**src/rtl/alu_defs.sv**
```systemverilog
// Shared ALU opcode constants, sequencer state encoding and MULTU/DIVU
// selectors used by the iterative multiply/divide controller.
package alu_defs;

    localparam logic [2:0] ALU_AND = 3'b000;
    localparam logic [2:0] ALU_OR  = 3'b001;
    localparam logic [2:0] ALU_ADD = 3'b010;
    localparam logic [2:0] ALU_SUB = 3'b110;
    localparam logic [2:0] ALU_SLT = 3'b111;
    localparam logic [2:0] ALU_SRL = 3'b011;

    localparam logic OP_MULTU = 1'b0;
    localparam logic OP_DIVU  = 1'b1;

    localparam logic [4:0] CNT_LAST = 5'd31;

    typedef enum logic [1:0] {
        ST_IDLE = 2'd0,
        ST_RUN  = 2'd1,
        ST_DONE = 2'd2
    } state_t;

endpackage

```
**src/rtl/muldiv_step.sv**
```systemverilog
// One iteration of shift-add multiply or restoring divide: picks the ALU
// operands and forms the next {acc,wq} from the ALU result.
module muldiv_step
    import alu_defs::*;
(
    input  logic        is_div,
    input  logic [31:0] acc,
    input  logic [31:0] wq,
    input  logic [31:0] opnd,
    input  logic [31:0] alu_result,
    output logic [2:0]  alu_op,
    output logic [31:0] alu_a,
    output logic [31:0] alu_b,
    output logic [31:0] acc_next,
    output logic [31:0] wq_next
);

    logic [31:0] sh;
    logic        carry;
    logic        ge;

    // acc[31] acts as the 33rd bit of the shifted partial remainder, so a set
    // bit means the subtraction always fits and the 32-bit ALU result is exact.
    always_comb begin
        sh       = {acc[30:0], wq[31]};
        carry    = (alu_result < acc);
        ge       = acc[31] | (sh >= opnd);
        alu_op   = ALU_ADD;
        alu_a    = acc;
        alu_b    = wq[0] ? opnd : 32'd0;
        acc_next = {carry, alu_result[31:1]};
        wq_next  = {alu_result[0], wq[31:1]};
        if (is_div == OP_DIVU) begin
            alu_op   = ALU_SUB;
            alu_a    = sh;
            alu_b    = opnd;
            acc_next = ge ? alu_result : sh;
            wq_next  = {wq[30:0], ge};
        end
    end

endmodule

```
**src/rtl/muldiv_sequencer.sv**
```systemverilog
// Iterative MULTU/DIVU controller that borrows the EX-stage ALU for 32 cycles
// and presents a 64-bit HI/LO result with a one-cycle done pulse.
module muldiv_sequencer
    import alu_defs::*;
(
    input  logic        clk,
    input  logic        rst,
    input  logic        start,
    input  logic        op_div,
    input  logic [31:0] opA,
    input  logic [31:0] opB,
    input  logic        flush,
    output logic [2:0]  alu_op,
    output logic [4:0]  alu_shamt,
    output logic [31:0] alu_a,
    output logic [31:0] alu_b,
    input  logic [31:0] alu_result,
    output logic        busy,
    output logic        done,
    output logic [31:0] hi,
    output logic [31:0] lo
);

    state_t      state, state_next;
    logic [31:0] acc, wq, opnd;
    logic [4:0]  cnt;
    logic        is_div;
    logic        load, step, last;
    logic [2:0]  step_op;
    logic [31:0] step_a, step_b, acc_next, wq_next;

    muldiv_step u_step (
        .is_div     (is_div),
        .acc        (acc),
        .wq         (wq),
        .opnd       (opnd),
        .alu_result (alu_result),
        .alu_op     (step_op),
        .alu_a      (step_a),
        .alu_b      (step_b),
        .acc_next   (acc_next),
        .wq_next    (wq_next)
    );

    // A flush only aborts RUN; in IDLE/DONE a concurrent start still wins.
    always_comb begin
        state_next = state;
        load       = 1'b0;
        step       = 1'b0;
        case (state)
            ST_IDLE: begin
                if (start) begin
                    load       = 1'b1;
                    state_next = ST_RUN;
                end
            end
            ST_DONE: begin
                state_next = ST_IDLE;
                if (start) begin
                    load       = 1'b1;
                    state_next = ST_RUN;
                end
            end
            ST_RUN: begin
                if (flush) begin
                    state_next = ST_IDLE;
                end else begin
                    step = 1'b1;
                    if (cnt == CNT_LAST) begin
                        state_next = ST_DONE;
                    end
                end
            end
            default: state_next = ST_IDLE;
        endcase
    end

    assign last = step && (cnt == CNT_LAST);

    always_ff @(posedge clk) begin
        if (rst) begin
            state <= ST_IDLE;
        end else begin
            state <= state_next;
        end
    end

    // The counter parks at 31 on the final step; only a reload returns it to 0.
    always_ff @(posedge clk) begin
        if (rst) begin
            acc    <= 32'd0;
            wq     <= 32'd0;
            opnd   <= 32'd0;
            cnt    <= 5'd0;
            is_div <= OP_MULTU;
            hi     <= 32'd0;
            lo     <= 32'd0;
        end else if (load) begin
            acc    <= 32'd0;
            wq     <= opA;
            opnd   <= opB;
            cnt    <= 5'd0;
            is_div <= op_div;
        end else if (step) begin
            acc <= acc_next;
            wq  <= wq_next;
            if (last) begin
                hi <= acc_next;
                lo <= wq_next;
            end else begin
                cnt <= cnt + 5'd1;
            end
        end
    end

    assign busy      = (state == ST_RUN);
    assign done      = (state == ST_DONE);
    assign alu_op    = busy ? step_op : ALU_ADD;
    assign alu_a     = busy ? step_a : 32'd0;
    assign alu_b     = busy ? step_b : 32'd0;
    assign alu_shamt = 5'd0;

endmodule

```
**config.mk**
```make
export PLATFORM = sky130hd
export DESIGN_NAME = muldiv_sequencer
export DESIGN_NICKNAME = d
export VERILOG_FILES = /design/src/rtl/alu_defs.sv /design/src/rtl/muldiv_step.sv /design/src/rtl/muldiv_sequencer.sv
export SDC_FILE = /design/constraint.sdc
export NUM_CORES = 1
export LEC_CHECK = 0
export ABC_CLOCK_PERIOD_IN_PS = 2800
export CORE_MARGIN = 3
export CORE_UTILIZATION = 50
export CTS_CLUSTER_DIAMETER = 100
export DETAILED_ROUTE_END_ITERATION = 10
export GPL_TIMING_DRIVEN = 1
export PLACE_DENSITY = 0.83
export SLEW_MARGIN = 30
export SYNTH_ARGS = -nofsm -noshare
export SYNTH_HDL_FRONTEND = slang
export SYNTH_SLANG_ARGS = --single-unit
```
**constraint.sdc**
```tcl
create_clock -name clk -period 2.8 [get_ports clk]
set_input_delay 0.42 -clock clk [delete_from_list [all_inputs] [get_ports clk]]
set_output_delay 0.42 -clock clk [all_outputs]
set_load 0.01 [all_outputs]
```
==> results by group <==
Status
  – Status: complete, no violations

Route
  – Post-DRT Antenna Nets: 0
  – Wirelength, routed: 31300 microns
  – DR vias: 9737
  – Routed len/inst: 18.9 microns
  – DR vias/cell: 5.88
  – Initial DRC Count: 907
  – Drc violations: 0
  – DRT Pass-1 Iters: 6

Synthesis
  – Avg Cell Area, Syn: 8.26 sq um
  – Top cells by area, synth: dfxtp_1, ha_1, nor2_1
  – Area leader, netlist: dfxtp_1
  – FF+latch count, synth: 168
  – Synth Instances: 1173
  – Post-synth EDFFs: 0
  – Share of the synthesized area in the top cell type: 0.347
  – Netlist cell types: 49
  – Sequential element share of the synthesized area: 0.347
  – Area of the mapped netlist: 9680 sq um
  – Warning count from the yosys run: 0
  – Primary FF master, synth: dfxtp_1
  – Async set-or-reset flop fraction in the synthesized netlist: 0

Clock tree
  – Worst-path clk slew: 0.07 ns
  – Clk buf depth: 2
  – CTS Buf Count: 17
  – Sink Count: 168
  – H-tree level count: 4
  – Root Driver: clkbuf_16
  – CTS tree: done
  – Worst-skew pair later-pin latency: 0.44 ns

Power
  – Clock power frac: 0.382
  – Logic pwr share: 0.211
  – Final Power: 6210 uW
  – Leakage: 0.00515 uW
  – Internal power: 4250 uW
  – Switch share: 0.316
  – PD cells: 471 nW/um^2
  – Sequential share of power: 0.408
  – Max VDD drop: 0.000444 V
  – Sw Pwr: 1960 uW

Floorplanning
  – Rows: 50
  – Placeable Area: 18900 sq um
  – Die height: 145 microns
  – Chip Width: 145 microns
  – Full die area: 21100 sq um
  – Starting Density: 0.513
  – I/O pins: 239

Worst setup path
  – CP Data Required Time: 3.13 ns
  – Reg2Reg Launch Point: wq[31]$_SDFFE_PP0P_
  – Worst Setup SP: wq[31]$_SDFFE_PP0P_
  – Critical path cell sequence: inv_1 -> ha_1 -> nand2b_1 -> a2111o_1 -> a311o_1 -> a21oi_4 -> buf_6 -> buf_8 -> o211ai_1 -> o211a_1 -> o41ai_2
  – CP Data Arrival Time: 3.06 ns
  – Worst Setup Path Type: reg2reg
  – CP endpoint kind: register
  – CP max FO: 6
  – CP peak stage delay: 0.37 ns
  – Slowest stage cell, crit path: a2111o_1
  – Startpoint Class: register
  – CP Buf/Inv Count: 3
  – CP top delay family: compound AO/OA/AOI/OAI gates

STA
  – Setup TNS Final: 0 ns
  – # setup viols final: 0
  – Clock skew: 0.00888 ns
  – Worst-margin pin slew: 0.763 ns
  – F_max: 0.367 GHz
  – Slew Limit Fails: 0
  – Slew HR: 0.491
  – Hold Fails Final Rpt: 0
  – Tcrit/Tclk final: 0.974
  – Setup ws final: 0.0728 ns
  – Min cycle time layout: 2.73 ns
  – RSZ-0062 raised after global routing: yes

Run
  – # Max-Cap Violations: 0

Layout
  – Register Area: 3370 sq um
  – Nets: 1550
  – Layout Cell Area excl Fill: 13200 sq um
  – Share of cells above drive strength 1: 0.100
  – Fin util: 0.699
  – Fill cell total of the finished layout: 1474
  – Antenna Diode Count: 0
  – Area Overhead vs Synth: 36.4%
  – Area occupied by multi-input gates: 5650 sq um

Placement
  – Port Buffer Count: 231
  – Global placer's final weighted congestion: 0.898
  – Final HPWL from detailed placement: 21400 microns
  – Pre-CTS setup slack: 0.0161 ns
  – DP Area: 12400 sq um

GRT
  – Initial antenna violation count: 0
  – Tot GR Track Use: 0.283
  – Remaining Overflow, GRT: 0
  – Vias in the first global route: 9336
  – Global-route wire length before repair: 49300 microns
  – Largest net degree at the start of global routing: 135

Min path
  – Hold Startpoint: rst
  – HP Class: in2reg
==> repair_timing <==
| item | CTS | global route |
|---|---|---|
| buffers inserted | 0 | 3 |
| cloned | 0 | 2 |
| setup endpoints to repair | 1 | 60 |
| hold buffers | 0 | 0 |
| pin swaps | 0 | 11 |
| resized for setup | 1 | 23 |
==> path summary, 6_finish.rpt <==
| check | cells past startpoint | endpoint | slack [ns] |
|---|---|---|---|
| worst max-delay path | 11 | acc[1]$_SDFFE_PP0P_ | 0.07 |
| worst min-delay path | 2 | wq[11]$_SDFFE_PP0P_ | 0.38 |
| worst max register to register | 11 | acc[1]$_SDFFE_PP0P_ | 0.07 |
| worst min register to register | 2 | opnd[29]$_SDFFE_PP0P_ | 0.46 |
==> through the flow <==
step           hold WS (ns)  std cells
6_report              0.378       1657
2_1_floorplan         0.436       1178
4_1_cts               0.363       1652
3_3_place_gp          0.441       1620
3_5_place_dp          0.447       1620
5_1_grt               0.376       1657
==> cell usage in the layout, fill, tap and decap left out, drive strengths merged, types with 6 or more instances in the layout <==
cell type	n
buf	59
nor3	32
a211oi	34
a21oi	57
a221oi	31
conb	7
inv	105
o211ai	31
mux2i	62
o211a	31
nand2	115
dfxtp	168
ha	65
nand3	6
clkdlybuf4s50	230
o41ai	62
clkbuf	20
nor2	178
o21ai	10
nand4	9
nand3b	31
nand2b	8
a21o	9
==> layer usage <==
| metal | track usage | vias to the layer above | wire, microns |
|---|---|---|---|
| li1 | - | 4586 | - |
| met2 | 0.472 | 466 | 15200 |
| met3 | 0.0775 | 59 | 2850 |
| met1 | 0.354 | 4626 | 12400 |
| met5 | 0 | - | 0 |
| met4 | 0.0954 | 0 | 799 |
==> Yosys cell counts, types with 2 or more instances <==
cell	instances
xor2_1	2
o211ai_2	10
a221oi_1	31
nand3b_1	31
o211a_1	31
o211ai_1	21
inv_1	96
and4_1	3
clkbuf_1	75
a211oi_1	33
nand2_1	115
a21o_1	9
dfxtp_1	168
nand4_1	9
nor2_1	178
o41ai_1	48
conb_1	2
nor3_1	32
nand3_1	6
buf_4	7
buf_2	4
buf_1	15
a21oi_1	56
o21ai_0	9
o21a_1	2
a2111oi_0	2
mux2i_1	62
buf_6	3
a221o_1	2
a211o_1	2
nor3b_1	2
ha_1	65
a31oi_1	3
nor2b_1	4
nand2b_1	8
o41ai_2	14
==> sequential cells by signal, indices dropped and copies added (netlist names) <==
name,cells
is_div,1
opnd,32
cnt,5
wq,32
hi,32
lo,32
acc,32
state,2
==> final cells by class <==
| type | count | area share |
|---|---|---|
| flip-flops and latches | 168 | 0.255 |
| inverters | 96 | 0.0273 |
| repair buffers | 291 | 0.221 |
| clock buffers | 18 | 0.0333 |
| clock inverters | 14 | 0.0115 |
| well taps | 260 | 0.0246 |
| multi-input cells | 810 | 0.428 |
==> power by group through the flow <==
stage | clock network (uW) | registers (uW) | logic [uW]
6_report | 2370 | 2530 | 1310
5_1_grt | 2490 | 2540 | 1410
4_1_cts | 2400 | 2530 | 1180
3_5_place_dp | 0 | 2580 | 1170
3_3_place_gp | 0 | 2580 | 1140
2_1_floorplan | 0 | 2570 | 733
==> kinds of logic (layout without fill, tap and decap cells) <==
kind of cell | after synthesis | in the layout | synth area share
AND/OR/NAND/NOR | 390 | 390 | 0.176
AO/OA/AOI/OAI | 282 | 282 | 0.241
buffers and inverters | 200 | 419 | 0.0831
flip-flops | 168 | 168 | 0.347
adder cells (fa/ha/maj) | 65 | 65 | 0.0840
multiplexers | 63 | 63 | 0.0652
XOR/XNOR | 3 | 3 | 0.00271
other | 2 | 7 | 0.000775
==> worst reg2reg max path, stage by stage (launching register included) <==
cell and delay [ns]:
dfxtp_2 0.32, inv_1 0.03, ha_1 0.25, nand2b_1 0.15, a2111o_1 0.37, a311o_1 0.31
a21oi_4 0.29, buf_6 0.16, buf_8 0.12, o211ai_1 0.11, o211a_1 0.18, o41ai_2 0.33
Power figures use the tool's default switching activity.
